## src/rtl/proc_pkg.sv

```systemverilog
// Shared types and constants for the issue / register-file slice.
//   DATA_W, NREG, AW : operand width, register count, register address width
//   reg_addr_t, data_t, opnd_bundle_t : register index, operand word, bundle
//   onehot()         : decoded register mask, all-zero when not enabled
package proc_pkg;
   localparam int DATA_W = 8;
   localparam int NREG   = 8;
   localparam int AW     = $clog2(NREG);

   typedef logic [AW-1:0]     reg_addr_t;
   typedef logic [DATA_W-1:0] data_t;

   typedef struct packed {
      data_t     a;
      data_t     b;
      reg_addr_t dst;
      logic      wr;
   } opnd_bundle_t;

   function automatic logic [NREG-1:0] onehot(input reg_addr_t r, input logic en);
      return en ? (NREG'(1) << r) : '0;
   endfunction
endpackage

```

## src/rtl/reg_scoreboard.sv

```systemverilog
// Busy-register scoreboard.
//   clk, rst            : clock, async active-high reset
//   set_en / set_idx    : mark a register as having a write in flight
//   clr_en / clr_idx    : writeback retires the register
//   busy                : bit r set = write to r outstanding
//   err_wb_idle         : sticky, a writeback hit a register that was not busy
// A set and clear on the same register in one cycle leaves it busy: the new
// writer is younger than the one retiring.
module reg_scoreboard
   import proc_pkg::*;
(
   input  logic            clk,
   input  logic            rst,
   input  logic            set_en,
   input  reg_addr_t       set_idx,
   input  logic            clr_en,
   input  reg_addr_t       clr_idx,
   output logic [NREG-1:0] busy,
   output logic            err_wb_idle
);
   always_ff @(posedge clk or posedge rst) begin
      if (rst) begin
         busy        <= '0;
         err_wb_idle <= 1'b0;
      end else begin
         busy <= (busy & ~onehot(clr_idx, clr_en)) | onehot(set_idx, set_en);
         if (clr_en && !busy[clr_idx])
            err_wb_idle <= 1'b1;
      end
   end
endmodule

```

## src/rtl/regfile_access_ctrl.sv

```systemverilog
// Issue-side controller in front of the register file.
//   iss_*     : decoded op in (valid/ready), src1/src2/dst/wr
//   op_*      : operand bundle out to execute (valid/ready), a/b/dst/wr
//   wb_*      : writeback from execute, passed straight to the write port
//   rf_*      : register file read ports (a1/rd1, a2/rd2) and write port (a3/wd3/we3)
//   busy_mask : scoreboard view; err_wb_idle : sticky stray writeback
//   stall_cnt : saturating count of hazard-stall cycles
// Parameters default to the package constants; the bundle struct is sized by
// the package, so overrides must match it.
module regfile_access_ctrl #(
   parameter int DATA_W = proc_pkg::DATA_W,
   parameter int NREG   = proc_pkg::NREG,
   parameter int AW     = proc_pkg::AW
) (
   input  logic              clk,
   input  logic              rst,
   input  logic              iss_valid,
   output logic              iss_ready,
   input  logic [AW-1:0]     iss_src1,
   input  logic [AW-1:0]     iss_src2,
   input  logic [AW-1:0]     iss_dst,
   input  logic              iss_wr,
   output logic              op_valid,
   input  logic              op_ready,
   output logic [DATA_W-1:0] op_a,
   output logic [DATA_W-1:0] op_b,
   output logic [AW-1:0]     op_dst,
   output logic              op_wr,
   input  logic              wb_valid,
   input  logic [AW-1:0]     wb_dst,
   input  logic [DATA_W-1:0] wb_data,
   output logic [AW-1:0]     rf_a1,
   output logic [AW-1:0]     rf_a2,
   input  logic [DATA_W-1:0] rf_rd1,
   input  logic [DATA_W-1:0] rf_rd2,
   output logic [AW-1:0]     rf_a3,
   output logic [DATA_W-1:0] rf_wd3,
   output logic              rf_we3,
   output logic [NREG-1:0]   busy_mask,
   output logic              err_wb_idle,
   output logic [15:0]       stall_cnt
);
   import proc_pkg::*;

   logic [NREG-1:0] busy;
   logic [NREG-1:0] busy_eff;
   logic            src_haz, waw_haz, hazard, accept;
   data_t           byp_a, byp_b;
   opnd_bundle_t    bndl_q;

   assign rf_a1  = iss_src1;
   assign rf_a2  = iss_src2;
   assign rf_a3  = wb_dst;
   assign rf_wd3 = wb_data;
   assign rf_we3 = wb_valid;

   // The register retiring this cycle no longer blocks: its value is bypassed.
   assign busy_eff = busy & ~onehot(wb_dst, wb_valid);
   assign src_haz  = busy_eff[iss_src1] | busy_eff[iss_src2];
   assign waw_haz  = iss_wr & busy_eff[iss_dst];
   assign hazard   = src_haz | waw_haz;

   assign iss_ready = (!op_valid || op_ready) && !hazard;
   assign accept    = iss_valid && iss_ready;

   assign byp_a = (wb_valid && wb_dst == iss_src1) ? wb_data : rf_rd1;
   assign byp_b = (wb_valid && wb_dst == iss_src2) ? wb_data : rf_rd2;

   always_ff @(posedge clk or posedge rst) begin
      if (rst) begin
         op_valid  <= 1'b0;
         bndl_q    <= '0;
         stall_cnt <= '0;
      end else begin
         if (accept) begin
            op_valid <= 1'b1;
            bndl_q   <= '{a: byp_a, b: byp_b, dst: iss_dst, wr: iss_wr};
         end else if (op_ready) begin
            op_valid <= 1'b0;
         end
         // Back-pressure alone is not a hazard stall.
         if (iss_valid && hazard && stall_cnt != 16'hFFFF)
            stall_cnt <= stall_cnt + 16'd1;
      end
   end

   assign op_a   = bndl_q.a;
   assign op_b   = bndl_q.b;
   assign op_dst = bndl_q.dst;
   assign op_wr  = bndl_q.wr;

   // Source read happens this cycle, the busy bit lands at the edge, so an op
   // reading its own destination sees the old value.
   reg_scoreboard u_sb (
      .clk        (clk),
      .rst        (rst),
      .set_en     (accept && iss_wr),
      .set_idx    (iss_dst),
      .clr_en     (wb_valid),
      .clr_idx    (wb_dst),
      .busy       (busy),
      .err_wb_idle(err_wb_idle)
   );

   assign busy_mask = busy;
endmodule

```

## config.mk

```make
export PLATFORM = sky130hd
export DESIGN_NAME = regfile_access_ctrl
export DESIGN_NICKNAME = d
export VERILOG_FILES = /design/src/rtl/proc_pkg.sv /design/src/rtl/reg_scoreboard.sv /design/src/rtl/regfile_access_ctrl.sv
export SDC_FILE = /design/constraint.sdc
export NUM_CORES = 1
export LEC_CHECK = 0
export ABC_AREA = 1
export CAP_MARGIN = 20
export CORE_MARGIN = 3
export CORE_UTILIZATION = 30
export CTS_BUF_LIST = sky130_fd_sc_hd__clkbuf_4
export CTS_CLUSTER_SIZE = 28
export DETAILED_ROUTE_END_ITERATION = 12
export PLACE_DENSITY_LB_ADDON = 0.3
export SYNTH_ARGS = -nofsm -noshare
export SYNTH_HDL_FRONTEND = slang
export SYNTH_SLANG_ARGS = --single-unit
```

## constraint.sdc

```tcl
create_clock -name clk -period 3.1 [get_ports clk]
set_clock_uncertainty 0.05 [all_clocks]
set_input_delay 0.93 -clock clk [delete_from_list [all_inputs] [get_ports clk]]
set_output_delay 0.93 -clock clk [all_outputs]
set_load 0.01 [all_outputs]
```

==> results.md <==
- Max FO, Critical Path: 5
- Routed wire length: 8814 um
- Relative max-transition margin: 69.91%
- Comb pwr share: 44.6%
- Area after DPL: 0.004315 mm^2
- Routability cong.: 0.8958
- Total GRT Usage: 16.00%
- Largest family of logic cells by synthesized area: simple AND/OR/NAND/NOR gates
- Post-synthesis register bit count: 46
- Peak VDD IR: 339.9 uV
- Met3 Track Usage GR: 3.644%
- Clk pwr share: 16.3%
- Clock buffer depth: 2
- Synth Flop Type: dfrtp_1
- Post-Synth XOR/XNOR Area: 2.683%
- IO Pins: 107
- Post-synth ARST share: 100.0%
- I/O Buffers: 106
- Num CTS Buffers: 5
- Mapped Cells: 411
- Die W: 105.0 um
- Fin. Hold Viols: 0
- Leak: 0.002128 uW
- Grt met1 use: 20.69%
- Status: finished, final reports clean
- Sw Pwr: 824.6 uW
- Min-delay worst type: flip-flop to flip-flop
- Hold WS: 0.4410 ns
- Core Util, Final: 48.10%
- Crit path launch type: input port
- WP data required: 2.12 ns
- Syn Nets: 454
- Post-Synthesis Cell Area: 0.002938 mm^2
- Clock Latency Late Sink: 0.37 ns
- Reg power frac: 39.2%
- Mux share of post-synthesis cell area: 0%
- DP Cell Count: 664
- Final Setup Violations: 0
- Yosys warning total: 0
- CP Class: input port to primary output
- DR iter-0 viols: 145
- Fin cells: 676
- Area Overhead vs Synth: 53.45%
- # diodes: 0
- Layout Nets: 589
- Yosys cell types: 33
- Initial antenna violation count: 0
- Starting Density: 31.35%
- DRC: 0
- Largest net degree at the start of global routing: 22
- Cell chosen for the clock root: clkbuf_4
- Fin crit share: 98.45%
- Post-DRT Antenna Nets: 0
- Worst-Margin Slew: 0.4479 ns
- Avg WL per Cell: 13.04 um
- Final Max Tran Viols: 0
- Clk pin slew, worst setup/hold paths: 0.14 ns
- Adder-Cell Fraction of Synth Area: 0.4259%
- PwrDens: 511.8 mW/mm^2
- Grt total ovfl: 0
- First-pass DRT Iterations: 5
- FMAX: 327.7 MHz
- Layout cells sized above 1: 21.21%
- Via density: 4.635
- Row count: 35
- First-pass GRT wire length: 14,770 um
- Simple-gate portion of the synthesized area: 36.46%
- Full die area: 0.01102 mm^2
- Sequential share of the synthesized area: 39.18%
- Design area: 0.004508 mm^2
- GRT Max-Usage Layer: met2
- RSZ-0062 raised after global routing: yes
- Mean post-synth cell area: 7.148 um^2
- TritonCTS clock tree: yes
- # hold bufs at CTS: 0
- Detailed placement HPWL: 7010 um
- WP data arrival: 2.07 ns
- Most area-hungry cell type in the Yosys netlist: dfrtp_1
- TNS Setup: 0 ns
- Most common cell in the netlist: nand2_1
- Synth area leaders: dfrtp_1 39%, nand2_1 18%, nand3_1 7.3%, inv_1 5.2%, buf_4 5.1%
- Top cells by count, synth: 144 x nand2_1, 46 x dfrtp_1, 43 x nand3_1
- Sw Share: 35.74%
- GRT met2 Usage: 27.13%
- Max-Cap Viols: 0
- Vias in the first global route: 3,028
- H-tree lvl count: 2
- Core Region: 0.009371 mm^2
- Internal power: 1483 uW
- Tmin final: 3.052 ns
- Die height: 105.0 um
- Clock Sinks: 46
- Synth top area share: 39.18%
- Vias: 3,133
- CP endpoint kind: primary output
- Post-synth EDFFs: 0
- Complex-gate fraction of the synthesized area: 8.859%
==> per-layer routing <==
| layer | routed length [um] | vias up |
|---|---|---|
| met5 | 0 | - |
| met4 | 100 | 0 |
| met3 | 549 | 10 |
| met2 | 4275 | 98 |
| met1 | 3888 | 1462 |
| li1 | - | 1563 |
==> cell type report <==
type	count	area (um^2)
clock buffers	5	37.54
repair buffers	155	1428
well taps	129	161.4
fillers	957	4863
flip-flops and latches	46	1151
inverters	45	171.4
multi-input cells	293	1514
clock inverters	3	45.04
==> placed cells by master, fill, tap and decap left out, types with 6 or more instances in the layout <==
| master | instances |
|---|---|
| nand2_1 | 135 |
| clkdlybuf4s50_1 | 93 |
| buf_4 | 48 |
| dfrtp_1 | 46 |
| inv_1 | 36 |
| nand3_1 | 35 |
| o21ai_0 | 25 |
| nand2_2 | 21 |
| nor2_1 | 14 |
| nand3_2 | 10 |
| inv_2 | 8 |
| o21ai_1 | 8 |
| xor2_1 | 6 |
| clkbuf_4 | 6 |
| dlygate4sd2_1 | 6 |
==> power by group through the flow <==
stage               sequential [uW]  combinational [uW]  clock, uW
floorplan                       967                 382          0
global placement                910                1010          0
detailed placement              915                1020          0
CTS                             905                1040        389
global route                    937                1130        420
finish                          904                1030        375
==> sequential cells by signal (all words and copies together) (netlist names) <==
signal and flops:
u_sb.err_wb_idle 1, stall_cnt 16, op_wr 1, u_sb.busy 8, op_dst 3, op_valid 1, op_b 8, op_a 8
==> metrics by stage <==
stage	setup WS, ns	total power, uW
floorplan	0.3278	1349
global placement	-0.9115	1919
detailed placement	-0.9229	1934
CTS	0.006873	2331
global route	-0.04651	2485
finish	0.04817	2307
==> final timing paths <==
path	cells past startpoint	end	slack (ns)	startpoint
max in group asynchronous	3	op_b[1]	1.68	rst
min in group asynchronous	2	stall_cnt[9]	0.77	rst
min reg2reg	2	u_sb.err_wb_idle	0.44	u_sb.err_wb_idle
max reg2reg	10	stall_cnt[13]	0.78	stall_cnt[0]
min	2	u_sb.err_wb_idle	0.44	u_sb.err_wb_idle
max	12	iss_ready	0.05	wb_dst[1]
==> repair_timing <==
action	4_1_cts	5_1_grt
gates cloned	0	0
endpoints found under the hold margin	0	0
resized for setup	50	16
pin swaps	9	7
endpoints found under the setup margin	5	1
setup buffers	3	1
==> logic make-up (layout without fill, tap and decap cells) <==
group,Yosys count,after routing
adder cells (fa/ha/maj),1,1
AO/OA/AOI/OAI,46,46
flip-flops,46,46
buffers and inverters,72,208
AND/OR/NAND/NOR,237,237
XOR/XNOR,9,9
==> worst max-delay path, cell delays in order <==
cell and delay, ns:
clkbuf_4 0.16, nor2_4 0.07, buf_4 0.13, a21boi_2 0.18, nor2_1 0.07, nor2_1 0.10, nand2_1 0.05, nand2_1 0.07
nand2_2 0.07, nand3_4 0.09, inv_2 0.04, buf_6 0.11
Note: power is estimated with default switching activity, not from simulation.
